--- config.mk ---
export PLATFORM = sky130hd
export DESIGN_NAME = mux64x1_reg_flat
export DESIGN_NICKNAME = d
export VERILOG_FILES = /design/src/rtl/mux64x1_reg_if.sv /design/src/rtl/mux64x1_reg.sv /design/src/flat_wrapper.sv
export SDC_FILE = /design/constraint.sdc
export NUM_CORES = 1
export LEC_CHECK = 0
export ABC_AREA = 1
export CORE_ASPECT_RATIO = 1.25
export CORE_MARGIN = 5
export CORE_UTILIZATION = 27
export DETAILED_ROUTE_END_ITERATION = 6
export PLACE_DENSITY = 0.83
export SETUP_SLACK_MARGIN = 0.4
export SLEW_MARGIN = 20
export SYNTH_ARGS = -nofsm -noshare
export SYNTH_HDL_FRONTEND = slang
export SYNTH_SLANG_ARGS = --single-unit
--- constraint.sdc ---
create_clock -name clk -period 0.8 [get_ports clk]
set_input_delay 0.24 -clock clk [delete_from_list [all_inputs] [get_ports clk]]
set_output_delay 0.24 -clock clk [all_outputs]
set_load 0.03 [all_outputs]
--- src/rtl/mux64x1_reg_if.sv ---
// mux64x1_reg_if: sample/result bundle for the registered 64:1 bit-select.
// The master drives in/sel/in_valid; the slave returns out/out_valid.
interface mux64x1_reg_if;
    logic [63:0] in;
    logic [5:0]  sel;
    logic        in_valid;
    logic        out;
    logic        out_valid;

    modport master (output in, sel, in_valid, input out, out_valid);
    modport slave  (input in, sel, in_valid, output out, out_valid);
endinterface

--- src/rtl/mux64x1_reg.sv ---
// mux64x1_reg: 64:1 single-bit mux built as eight 8:1 leaves plus an 8:1 root,
// with a registered output and an optional register between the two levels.
module mux64x1_reg #(
    parameter int LATENCY = 1
) (
    input logic          clk,
    input logic          rst,
    mux64x1_reg_if.slave bus
);
    logic [7:0] leaf_d;
    logic [2:0] hi_d;
    logic       vld_d;
    logic       out_d;
    logic       out_valid_d;
    logic       out_q;
    logic       out_valid_q;

    always_comb begin
        leaf_d = '0;
        for (int j = 0; j < 8; j++)
            leaf_d[j] = bus.in[{j[2:0], bus.sel[2:0]}];
        hi_d  = bus.sel[5:3];
        vld_d = bus.in_valid;
    end

    if (LATENCY == 2) begin : g_pipe
        logic [7:0] leaf_q;
        logic [2:0] hi_q;
        logic       vld_q;

        // sel[5:3] travels with the leaf data so the root never sees a skewed index
        always_ff @(posedge clk or posedge rst) begin
            if (rst) begin
                leaf_q <= '0;
                hi_q   <= '0;
                vld_q  <= 1'b0;
            end else begin
                leaf_q <= leaf_d;
                hi_q   <= hi_d;
                vld_q  <= vld_d;
            end
        end

        always_comb begin
            out_d       = leaf_q[hi_q];
            out_valid_d = vld_q;
        end
    end else begin : g_direct
        if (LATENCY != 1) begin : g_bad
            $error("mux64x1_reg: LATENCY must be 1 or 2");
        end

        always_comb begin
            out_d       = leaf_d[hi_d];
            out_valid_d = vld_d;
        end
    end

    always_ff @(posedge clk or posedge rst) begin
        if (rst) begin
            out_q       <= 1'b0;
            out_valid_q <= 1'b0;
        end else begin
            out_q       <= out_d;
            out_valid_q <= out_valid_d;
        end
    end

    assign bus.out       = out_q;
    assign bus.out_valid = out_valid_q;
endmodule

--- src/flat_wrapper.sv ---
// flat-port wrapper written by rule: the top's interface ports become plain ports
module mux64x1_reg_flat 
#(
    parameter int LATENCY = 1
)
  (clk, rst, bus_in, bus_sel, bus_in_valid, bus_out, bus_out_valid);
  mux64x1_reg_if bus_i ();
  input logic clk;
  input logic rst;
  input wire logic [$bits(bus_i.in)-1:0] bus_in;
  input wire logic [$bits(bus_i.sel)-1:0] bus_sel;
  input wire logic [$bits(bus_i.in_valid)-1:0] bus_in_valid;
  output wire logic [$bits(bus_i.out)-1:0] bus_out;
  output wire logic [$bits(bus_i.out_valid)-1:0] bus_out_valid;
  assign bus_i.in = bus_in;
  assign bus_i.sel = bus_sel;
  assign bus_i.in_valid = bus_in_valid;
  assign bus_out = bus_i.out;
  assign bus_out_valid = bus_i.out_valid;
  mux64x1_reg #(.LATENCY(LATENCY)) u_core (.clk(clk), .rst(rst), .bus(bus_i));
endmodule
==> flow_summary.toml <==
[status]
status = "finished, violations left"
violations = "setup timing"

[power_and_ir_drop]
power_density_nw_per_um2 = 711
p_leak_nw = 0.847
vdd_ir_drop_max_uv = 326

[finish]
area_growth_pct = 138
nets = 311
stdcell_count = 271
final_area_um2 = 1800
final_core_util = 0.670
num_antenna_cells = 0
drive_above_1_share = 0.190

[clock_tree]
cts.sinks = 2
root_buffer = "clkbuf_4"
htree_levels = 1
cts_tree = "done"
cts.clk_slew.worst_paths_ns = 0.03
numCtsBuffers = 3
cts_max_path_buffers = 2

[detailed_routing]
routed_via_density = 4.85
remaining_drc_errors = 0
dr.pass1.iters = 4
routedWlPerCell_um = 13.6
via_count = 1314
ant_nets = 0
drt-initial-drc-count = 50
drt_wl_total_um = 3690

[placed_design]
gp_congestion = 0.840
hpwl_um = 2460
portBuffers = 74
dp.cells = 260
dpl_cell_area_um2 = 1540

[timing]
hold_violations = 0
setup_violations = 3
tightest_slew_ns = 0.204
fin_ws_ns = -0.347
timing.fmax_mhz = 872
grt_setup_unrepaired = "true"
fin_crit_sh = 1.43
maxSlewViolCount = 0
max-slew-margin-rel = 0.864
fin_crit_ns = 1.15

[die]
ioPinCount = 75
die_y_um = 69.1
die-area_um2 = 3960
initial_core_util = 0.282
fp.coreArea_um2 = 2680
rows = 21
die_x_um = 57.3

[synth]
netlist_area_um2 = 754
synth_nets = 228
synth_cell_types = 10
syn_inst = 155
avgSynthCellArea_um2 = 4.87
ys_seq_elements = 2
synth_seq_area_share = 0.0663
yosys_warnings = 0

[global_route]
grt_usage = 0.175
grt_max_degree = 17
grt_pass1_wl_um = 5770
overflow = 0
first_global_vias = 1325
antenna_found_initial = 0

[critical_path]
start_kind = "input pin"
critPathArrivalTime_ns = 1.25
crit_top_cell = "nand2_1"
crit_buf_inv = 4
end_kind = "register"
crit_path_top_delay_cell = "buf_16"
crit_chain = "buf_8, buf_12, buf_16, inv_12, nand2_4, nand3_2, nand3_2, nand2_1, nand2_1, nand3_1, nand3_1, nand2_1"
critPathKind = "input pin to register"
required_ns = 0.91
slowest_delay_ns = 0.17
path_max_fanout = 8
crit_family = "simple AND/OR/NAND/NOR gates"
crit_path_start = "bus_sel[0]"

[worst_hold_path]
hold_class = "input pin to async pin"

[flow_run]
max_cap_viol_count = 0
==> power breakdown <==
part	leakage [nW]	total [W]	switching (W)	internal, W
logic	0.810	0.000910	0.000363	0.000547
registers	0.0227	0.000116	0.00000457	0.000112
clock network	0.0150	0.000250	0.0000639	0.000186
==> final timing paths <==
kind / to / slack, ns / cells after the start
worst max-delay path: u_core.bus.out$_DFF_PP0_ / -0.35 / 12
min in group clk: u_core.bus.out_valid$_DFF_PP0_ / 0.24 / 1
worst min-delay path: u_core.bus.out_valid$_DFF_PP0_ / 0.17 / 2
max in group asynchronous: u_core.bus.out_valid$_DFF_PP0_ / 0.51 / 2
==> flip-flops by register name, indices dropped and copies added (netlist names) <==
name,flops
u_core.bus.out_valid,1
u_core.bus.out,1
==> area by class of cell <==
type                    count  area (µm²)
repair buffers             86         942
fillers                   247         885
multi-input cells         135         652
flip-flops and latches      2        51.3
clock buffers               4        26.3
repair inverters            3        36.3
well taps                  34        42.5
inverters                   7        45.0
==> cells in the final DEF (no fill, tap or decap), drive strengths merged <==
cell type	n
dfrtp	2
dlygate4sd2	5
inv	10
nand3	54
nand2	81
bufbuf	1
clkdlybuf4s15	1
clkdlybuf4s50	64
buf	14
dlymetal6s2s	1
clkbuf	4
==> cells in the mapped netlist <==
cell	n	area [µm²]
inv_6	1	8.76
buf_6	3	33.8
dfrtp_1	2	50.1
nand3_1	54	270
nand2_1	81	304
buf_4	5	37.5
buf_2	2	10.0
inv_1	5	18.8
inv_4	1	6.26
buf_8	1	15.0
==> per-stage QoR <==
stage	TNS (ns)	hold WS, ns	worst slack [ns]	total power (W)
6_report	-0.701	0.167	-0.347	0.00128
5_1_grt	-0.829	0.183	-0.453	0.00136
4_1_cts	-0.637	0.165	-0.264	0.00122
3_5_place_dp	-0.875	0.406	-0.875	0.000878
3_3_place_gp	-0.845	0.403	-0.845	0.000877
2_1_floorplan	-0.252	-0.0189	-0.252	0.000464
==> timing repair <==
item | in CTS | in global routing
gates resized for setup | 28 | 20
gates cloned | 4 | 1
setup buffers | 2 | 0
pin swaps | 12 | 18
hold buffers | 0 | 0
setup endpoints to repair | 4 | 3
==> logic make-up after synthesis <==
kind of cell           after synthesis  synth area share
buffers and inverters               18             0.172
flip-flops                           2            0.0663
AND/OR/NAND/NOR                    135             0.761
==> routing by layer <==
layer / vias to the layer above / routed length, µm / part of all wire / GRT usage
met5: - / 0 / 0 / 0
met4: 0 / 52 / 0.014 / 0.0515
met3: 7 / 407 / 0.11 / 0.0354
met2: 74 / 1880 / 0.51 / 0.297
met1: 560 / 1350 / 0.36 / 0.217
li1: 673 / - / - / -
Power figures use the tool's default switching activity.
